$ cat src/rtl/exec_unit.sv
// exec_unit: execute stage between the register file and its write port.
// Single-cycle ALU ops write back the cycle after accept. MUL runs an
// iterative shift-add loop (one step per clock, XLEN steps) and writes
// back the cycle after its final step.
//
// Handshake: an op transfers on a rising edge where in_valid && in_ready.
// in_ready depends only on the FSM state, never on in_valid. Decode must
// hold op/operands/rd stable while in_valid is high and in_ready is low.
// busy mirrors the FSM state (1 = MUL) and serves as its debug view.
module exec_unit #(
    parameter int XLEN = 32,
    parameter int RA_W = 5
) (
    input  logic            clk,
    input  logic            rst_n,
    input  logic            in_valid,
    output logic            in_ready,
    input  logic [2:0]      in_op,
    input  logic [XLEN-1:0] in_a,
    input  logic [XLEN-1:0] in_b,
    input  logic [RA_W-1:0] in_rd,
    output logic [XLEN-1:0] wb_data,
    output logic [RA_W-1:0] wb_rd,
    output logic            wb_we,
    output logic            busy
);

    localparam int CNT_W = $clog2(XLEN);
    localparam int SH_W  = $clog2(XLEN);
    localparam logic [CNT_W-1:0] LAST_STEP = CNT_W'(XLEN - 1);

    typedef enum logic [2:0] {
        OP_ADD = 3'b000,
        OP_SUB = 3'b001,
        OP_AND = 3'b010,
        OP_OR  = 3'b011,
        OP_XOR = 3'b100,
        OP_SLL = 3'b101,
        OP_SLT = 3'b110,
        OP_MUL = 3'b111
    } op_e;

    typedef enum logic {
        ST_IDLE = 1'b0,
        ST_MUL  = 1'b1
    } state_e;

    // FSM state
    state_e r_state;
    state_e w_state_next;

    // Multiply datapath: shifted multiplicand, shifted multiplier,
    // running sum, step counter and the destination held for writeback.
    logic [XLEN-1:0]  r_a;
    logic [XLEN-1:0]  r_b;
    logic [XLEN-1:0]  r_acc;
    logic [CNT_W-1:0] r_cnt;
    logic [RA_W-1:0]  r_rd;

    // Writeback registers
    logic [XLEN-1:0] r_wb_data;
    logic [RA_W-1:0] r_wb_rd;
    logic            r_wb_we;

    // Control decoded from the state
    logic w_in_ready;
    logic w_busy;
    logic w_accept;
    logic w_alu_start;
    logic w_mul_start;
    logic w_mul_done;

    // Datapath combinational values
    logic [XLEN-1:0] w_alu_result;
    logic [XLEN-1:0] w_step_acc;
    logic [SH_W-1:0] w_sh_amt;
    logic            w_lt;
    op_e             w_op;

    assign w_op     = op_e'(in_op);
    assign w_sh_amt = in_b[SH_W-1:0];
    assign w_lt     = ($signed(in_a) < $signed(in_b));

    // Accumulator value after the current multiply step, so the
    // completion edge can write back a sum that includes its own step.
    assign w_step_acc = r_b[0] ? (r_acc + r_a) : r_acc;

    // State register
    always_ff @(posedge clk or negedge rst_n) begin
        if (!rst_n) begin
            r_state <= ST_IDLE;
        end else begin
            r_state <= w_state_next;
        end
    end

    // Next-state and handshake decode
    always_comb begin
        w_state_next = r_state;
        w_in_ready   = 1'b0;
        w_busy       = 1'b0;
        w_accept     = 1'b0;
        w_alu_start  = 1'b0;
        w_mul_start  = 1'b0;
        w_mul_done   = 1'b0;
        case (r_state)
            ST_IDLE: begin
                w_in_ready = 1'b1;
                w_accept   = in_valid;
                if (w_accept) begin
                    if (w_op == OP_MUL) begin
                        w_mul_start  = 1'b1;
                        w_state_next = ST_MUL;
                    end else begin
                        w_alu_start = 1'b1;
                    end
                end
            end
            ST_MUL: begin
                w_busy = 1'b1;
                if (r_cnt == LAST_STEP) begin
                    w_mul_done   = 1'b1;
                    w_state_next = ST_IDLE;
                end
            end
            default: begin
                w_state_next = ST_IDLE;
            end
        endcase
    end

    // Single-cycle ALU result
    always_comb begin
        w_alu_result = '0;
        case (w_op)
            OP_ADD:  w_alu_result = in_a + in_b;
            OP_SUB:  w_alu_result = in_a - in_b;
            OP_AND:  w_alu_result = in_a & in_b;
            OP_OR:   w_alu_result = in_a | in_b;
            OP_XOR:  w_alu_result = in_a ^ in_b;
            OP_SLL:  w_alu_result = in_a << w_sh_amt;
            OP_SLT:  w_alu_result = {{(XLEN-1){1'b0}}, w_lt};
            default: w_alu_result = '0;
        endcase
    end

    // Multiply operand latch and shift-add iteration
    always_ff @(posedge clk or negedge rst_n) begin
        if (!rst_n) begin
            r_a   <= '0;
            r_b   <= '0;
            r_acc <= '0;
            r_cnt <= '0;
            r_rd  <= '0;
        end else if (w_mul_start) begin
            r_a   <= in_a;
            r_b   <= in_b;
            r_acc <= '0;
            r_cnt <= '0;
            r_rd  <= in_rd;
        end else if (w_busy) begin
            r_acc <= w_step_acc;
            r_a   <= r_a << 1;
            r_b   <= r_b >> 1;
            r_cnt <= r_cnt + 1'b1;
        end
    end

    // Writeback: one-cycle write pulse per completed op; x0 is never written
    always_ff @(posedge clk or negedge rst_n) begin
        if (!rst_n) begin
            r_wb_data <= '0;
            r_wb_rd   <= '0;
            r_wb_we   <= 1'b0;
        end else if (w_alu_start) begin
            r_wb_data <= w_alu_result;
            r_wb_rd   <= in_rd;
            r_wb_we   <= (in_rd != '0);
        end else if (w_mul_done) begin
            r_wb_data <= w_step_acc;
            r_wb_rd   <= r_rd;
            r_wb_we   <= (r_rd != '0);
        end else begin
            r_wb_we   <= 1'b0;
        end
    end

    assign in_ready = w_in_ready;
    assign busy     = w_busy;
    assign wb_data  = r_wb_data;
    assign wb_rd    = r_wb_rd;
    assign wb_we    = r_wb_we;

endmodule

$ cat config.mk
export PLATFORM = sky130hd
export DESIGN_NAME = exec_unit
export DESIGN_NICKNAME = d
export VERILOG_FILES = /design/src/rtl/exec_unit.sv
export SDC_FILE = /design/constraint.sdc
export NUM_CORES = 1
export LEC_CHECK = 0
export ABC_CLOCK_PERIOD_IN_PS = 2570
export CAP_MARGIN = 40
export CORE_ASPECT_RATIO = 1.4
export CORE_MARGIN = 1
export CORE_UTILIZATION = 55
export DETAILED_ROUTE_END_ITERATION = 10
export GPL_ROUTABILITY_DRIVEN = 0
export PLACE_DENSITY = 0.79
export SYNTH_ARGS = -nofsm -noshare
export SYNTH_HDL_FRONTEND = slang
export SYNTH_SLANG_ARGS = --single-unit
$ cat constraint.sdc
create_clock -name clk -period 2.57 [get_ports clk]
set_input_delay 0.6425 -clock clk [delete_from_list [all_inputs] [get_ports clk]]
set_output_delay 0.6425 -clock clk [all_outputs]
set_load 0.03 [all_outputs]
==> flow_metrics.tcl, run 1 <==
set metrics [dict create \
    initial_core_util 0.5595 \
    hpwl_mm 46.04 \
    synthCells 1890 \
    grt_use_total 0.9019 \
    worst_endpoint "wb_data[0]$_DFFE_PN0P_/D" \
    io_buffers 114 \
    synthArstFlopShare 1.000 \
    synth.distinct_cells 92 \
    yosys.area_share.simple 0.1664 \
    synth_edf_count 0 \
    die_w_microns 139.9 \
    synth.net_count 2115 \
    synth_most_common_cell "nand2_1" \
    yosys.area_share.adder 0.1296 \
    cts.path.max_buffers 2 \
    ys_warn_count 0 \
    pin_count 115 \
    h-tree-depth 4 \
    place_ws_ns -1.329 \
    gr-total-overflow 969 \
    synth_common_cells "214 x nand2_1, 203 x a21oi_1, 187 x o21ai_0" \
    grt_max_degree 153 \
    stop_error "[ERROR GRT-0232] Routing congestion too high. Check the congestion heatmap in the GUI." \
    avgSynthCellArea_sq_um 7.753 \
    synth-seq-cells 145 \
    std_cell_rows 70 \
    hold_buffers 0 \
    cts_inserted_buffers 17 \
    ys_seq_area_frac 0.2476 \
    die_h_microns 195.1 \
    synth_mux_area_frac 0.06771 \
    synthXorXnorAreaFrac 0.02989 \
    synth_top_area_share 0.2476 \
    status "stopped before the end" \
    root_buffer "clkbuf_16" \
    cts_sinks 145 \
    synth_top_area_cell "dfrtp_1" \
    synth_compound_area_frac 0.2952 \
    synth_area_leaders "dfrtp_1 25%, ha_1 13%, a21oi_1 6.9%, o21ai_0 6.4%, nand2_1 5.5%" \
    worst-ep-kind "register data pin" \
    synth_top_family_by_area "compound AO/OA/AOI/OAI gates" \
    ys_dominant_reg_cell "dfrtp_1" \
    synth_area_sq_mm 0.01465 \
    lastStage "global routing (5_1_grt)" \
]
-- routing by layer --
layer	global-route usage	overflow
met1	0.8635	16
met2	1.089	680
met3	0.7391	19
met4	0.9638	252
met5	0.4356	2
-- stage by stage --
| step | utilization | cell area (sq um) | cells |
|---|---|---|---|
| after floorplan | - | 14900 | 1890 |
| after global placement | 0.7625 | 19970 | 2738 |
| after detailed placement | 0.7625 | 19970 | 2738 |
| after CTS | 0.8566 | 22430 | 2823 |
-- logic make-up after synthesis --
kind of cell             Yosys count
adder cells (fa/ha/maj)          150
AO/OA/AOI/OAI                    680
flip-flops                       145
AND/OR/NAND/NOR                  552
XOR/XNOR                          50
buffers and inverters            236
multiplexers                      77
-- what timing repair did --
item | in CTS
buffers inserted | 57
setup endpoints to repair | 49
hold endpoints to repair | 0
pin swaps | 156
gates resized for setup | 486
gates cloned | 1
==> run 2: changes to the inputs <==
==> config.mk (replaced) <==
export PLATFORM = sky130hd
export DESIGN_NAME = exec_unit
export DESIGN_NICKNAME = d
export VERILOG_FILES = /design/src/rtl/exec_unit.sv
export SDC_FILE = /design/constraint.sdc
export NUM_CORES = 1
export LEC_CHECK = 0
export ABC_CLOCK_PERIOD_IN_PS = 3300
export CAP_MARGIN = 40
export CORE_MARGIN = 1
export CORE_UTILIZATION = 40
export DETAILED_ROUTE_END_ITERATION = 10
export GPL_ROUTABILITY_DRIVEN = 0
export PLACE_DENSITY_LB_ADDON = 0.15
export SYNTH_ARGS = -nofsm -noshare
export SYNTH_HDL_FRONTEND = slang
export SYNTH_SLANG_ARGS = --single-unit
==> constraint.sdc (replaced) <==
create_clock -name clk -period 3.3 [get_ports clk]
set_input_delay 0.825 -clock clk [delete_from_list [all_inputs] [get_ports clk]]
set_output_delay 0.825 -clock clk [all_outputs]
set_load 0.03 [all_outputs]
==> run 2 against run 1 <==
  * Synthesized area unchanged
  * The flow now finishes, with violations (design-rule violations)
  * Synthesized cell count unchanged
==> flow_metrics.tcl, run 2 <==
set metrics [dict create \
    worst_setup_path_start_kind "input pin" \
    crit_type "input pin to flip-flop" \
    total_power_uw 11270 \
    antenna_found_initial 1 \
    ys_warn_count 0 \
    wl_mm 60.04 \
    fin_crit_sh 0.9851 \
    std_cell_rows 69 \
    crit_arrival_ns 3.65 \
    synth_area_sq_mm 0.01465 \
    grt_pass1_wl_mm 91.24 \
    cp.required_ns 3.70 \
    top_layer_used "met5" \
    ys_seq_area_frac 0.2476 \
    grt_pass1_vias 15950 \
    synth.net_count 2115 \
    grt_max_degree 63 \
    core_area_sq_mm 0.03583 \
    path_buf_inv 2 \
    synthCells 1890 \
    dr_total_vias 16770 \
    drtIter0Drc 2015 \
    die_area_sq_mm 0.03740 \
    avgRoutedWirePerCell_microns 21.27 \
    root_buffer "clkbuf_16" \
    cts_sinks 145 \
    clkLatencyLatePin_ns 0.47 \
    crit_path_end_kind "flip-flop" \
    cts_tree "built" \
    fin_crit_ns 3.251 \
    synth_top_area_share 0.2476 \
    gr-total-overflow 0 \
    dr.pass1.iters 11 \
    initial_core_util 0.4090 \
    h-tree-depth 4 \
    fillers 3210 \
    max_slew.worst_pin.slew_ns 0.8986 \
    drc_errors 1 \
    cp_top_family "compound AO/OA/AOI/OAI gates" \
    hpwl_mm 46.38 \
    antenna_cells 0 \
    synthArstFlopShare 1.000 \
    m1WireLength_mm 25.80 \
    mostFrequentLayoutCell "buf_4" \
    violations "design-rule violations" \
    cts_inserted_buffers 17 \
    hold_slack_ns 0.3197 \
    finalSetupViolCount 0 \
    die_h_microns 193.4 \
    crit_path_cell_trace "dlygate4sd2_1, buf_6, ha_1, o21bai_4, o211ai_4, a2bb2oi_4, a221oi_4, o211ai_2, a31o_1, or3_1, mux2_4, o21ai_2, o311a_1" \
    layout-drive-gt1-share 0.3010 \
    cts.path.max_buffers 2 \
    synth_most_common_cell "nand2_1" \
    avgSynthCellArea_sq_um 7.753 \
    slew_violations 0 \
    synth-seq-cells 145 \
    drt.antenna.violating_nets 0 \
    slew_headroom 0.4009 \
    viasPerCell 5.939 \
    final_cell_mix "426 x buf_4, 214 x nand2_1, 185 x a21oi_1" \
    leakagePower_uw 0.009649 \
    area_delta_synth_final_pct 43.40 \
    synth_edf_count 0 \
    synth_common_cells "214 x nand2_1, 203 x a21oi_1, 187 x o21ai_0" \
    met2_length_mm 26.76 \
    max_stage_delay_ns 0.40 \
    status "finished with violations" \
    nets 2574 \
    synth_top_area_cell "dfrtp_1" \
    synth.distinct_cells 92 \
    pin_count 115 \
    synth_area_leaders "dfrtp_1 25%, ha_1 13%, a21oi_1 6.9%, o21ai_0 6.4%, nand2_1 5.5%" \
    power_density_mw_per_mm2 536.3 \
    finalHoldViolCount 0 \
    path_max_fanout 4 \
    met3_length_mm 4.972 \
    ys_dominant_reg_cell "dfrtp_1" \
    grt_use_total 0.3151 \
    clkTransAtPathRegs_ns 0.07 \
    hold_class "input pin to asynchronous set/reset pin" \
    io_buffers 114 \
    fmax_mhz 307.6 \
    critical-path-slowest-cell "a221oi_4" \
    peakVddDrop_mv 0.4253 \
    finalClockSkew_ns 0.02042 \
    maxCapViolCount 0 \
    die_w_microns 193.4 \
]
[run 2: through the flow]
step | TNS, ns | setup WS, ns | instances | instance area, sq um | util
floorplan | -0.2198 | -0.07598 | 1890 | 14840 | -
global placement | -17.06 | -0.9289 | 2754 | 19170 | 0.5349
detailed placement | -18.16 | -0.9644 | 2754 | 19170 | 0.5349
CTS | 0 | 0.009947 | 2809 | 20580 | 0.5744
global route | -0.008251 | -0.003456 | 2823 | 21010 | 0.5865
finish | 0 | 0.04915 | 2823 | 21010 | 0.5865
[run 2: report_power, final]
group          switching (uW)  internal [uW]
clock                    1010           1160
sequential                606           2430
combinational            3460           2600
[run 2: what timing repair did]
action                                  CTS  global route
setup buffers                            23            15
gates cloned                              0             0
endpoints found under the setup margin   21            17
hold buffers                              0             0
pin swaps                                64            52
resized for setup                       200            92
endpoints found under the hold margin     0             0
[run 2: worst paths after layout]
kind,startpoint,endpoint,slack [ns],depth (start not counted)
setup / recovery,in_a[1],wb_data[25],0.05,13
hold / removal,rst_n,r_a[1],0.32,1
setup reg to reg,r_a[14],wb_data[31],0.10,12
hold reg to reg,r_b[8],r_b[7],0.48,2
max in group asynchronous,rst_n,r_b[21],2.24,2
min in group clk,r_b[8],r_b[7],0.48,2
[run 2: logic make-up after synthesis]
group,share of synthesized area
AO/OA/AOI/OAI,0.2952
AND/OR/NAND/NOR,0.1664
buffers and inverters,0.06353
adder cells (fa/ha/maj),0.1296
flip-flops,0.2476
multiplexers,0.06771
XOR/XNOR,0.02989
[run 2: area by class of cell]
class | instances | area, sq um | share of cell area
Inverter | 112 | 459.2 | 0.02185
Sequential cell | 145 | 3632 | 0.1729
Clock buffer | 17 | 425.4 | 0.02025
Tap cell | 461 | 576.8 | 0.02745
Clock inverter | 15 | 192.7 | 0.009170
Multi-Input combinational cell | 1509 | 11090 | 0.5280
Timing Repair Buffer | 564 | 4632 | 0.2204
[run 2: layer usage]
metal | up-vias | track usage
li1 | 7762 | -
met2 | 822 | 0.4924
met5 | - | 0
met1 | 8021 | 0.4222
met4 | 2 | 0.1363
met3 | 159 | 0.06276
[run 2: worst register-to-register path, cell delays in order (launching register included)]
cell	delay, ns
dfrtp_1	0.44
ha_1	0.40
a21o_1	0.24
a21o_1	0.18
a221oi_1	0.40
a21oi_1	0.18
o21ai_2	0.24
buf_4	0.17
a21oi_1	0.09
mux2i_1	0.19
xor2_1	0.26
o22ai_1	0.16
a31oi_1	0.18
No activity file was read; power rests on OpenSTA's default activity.
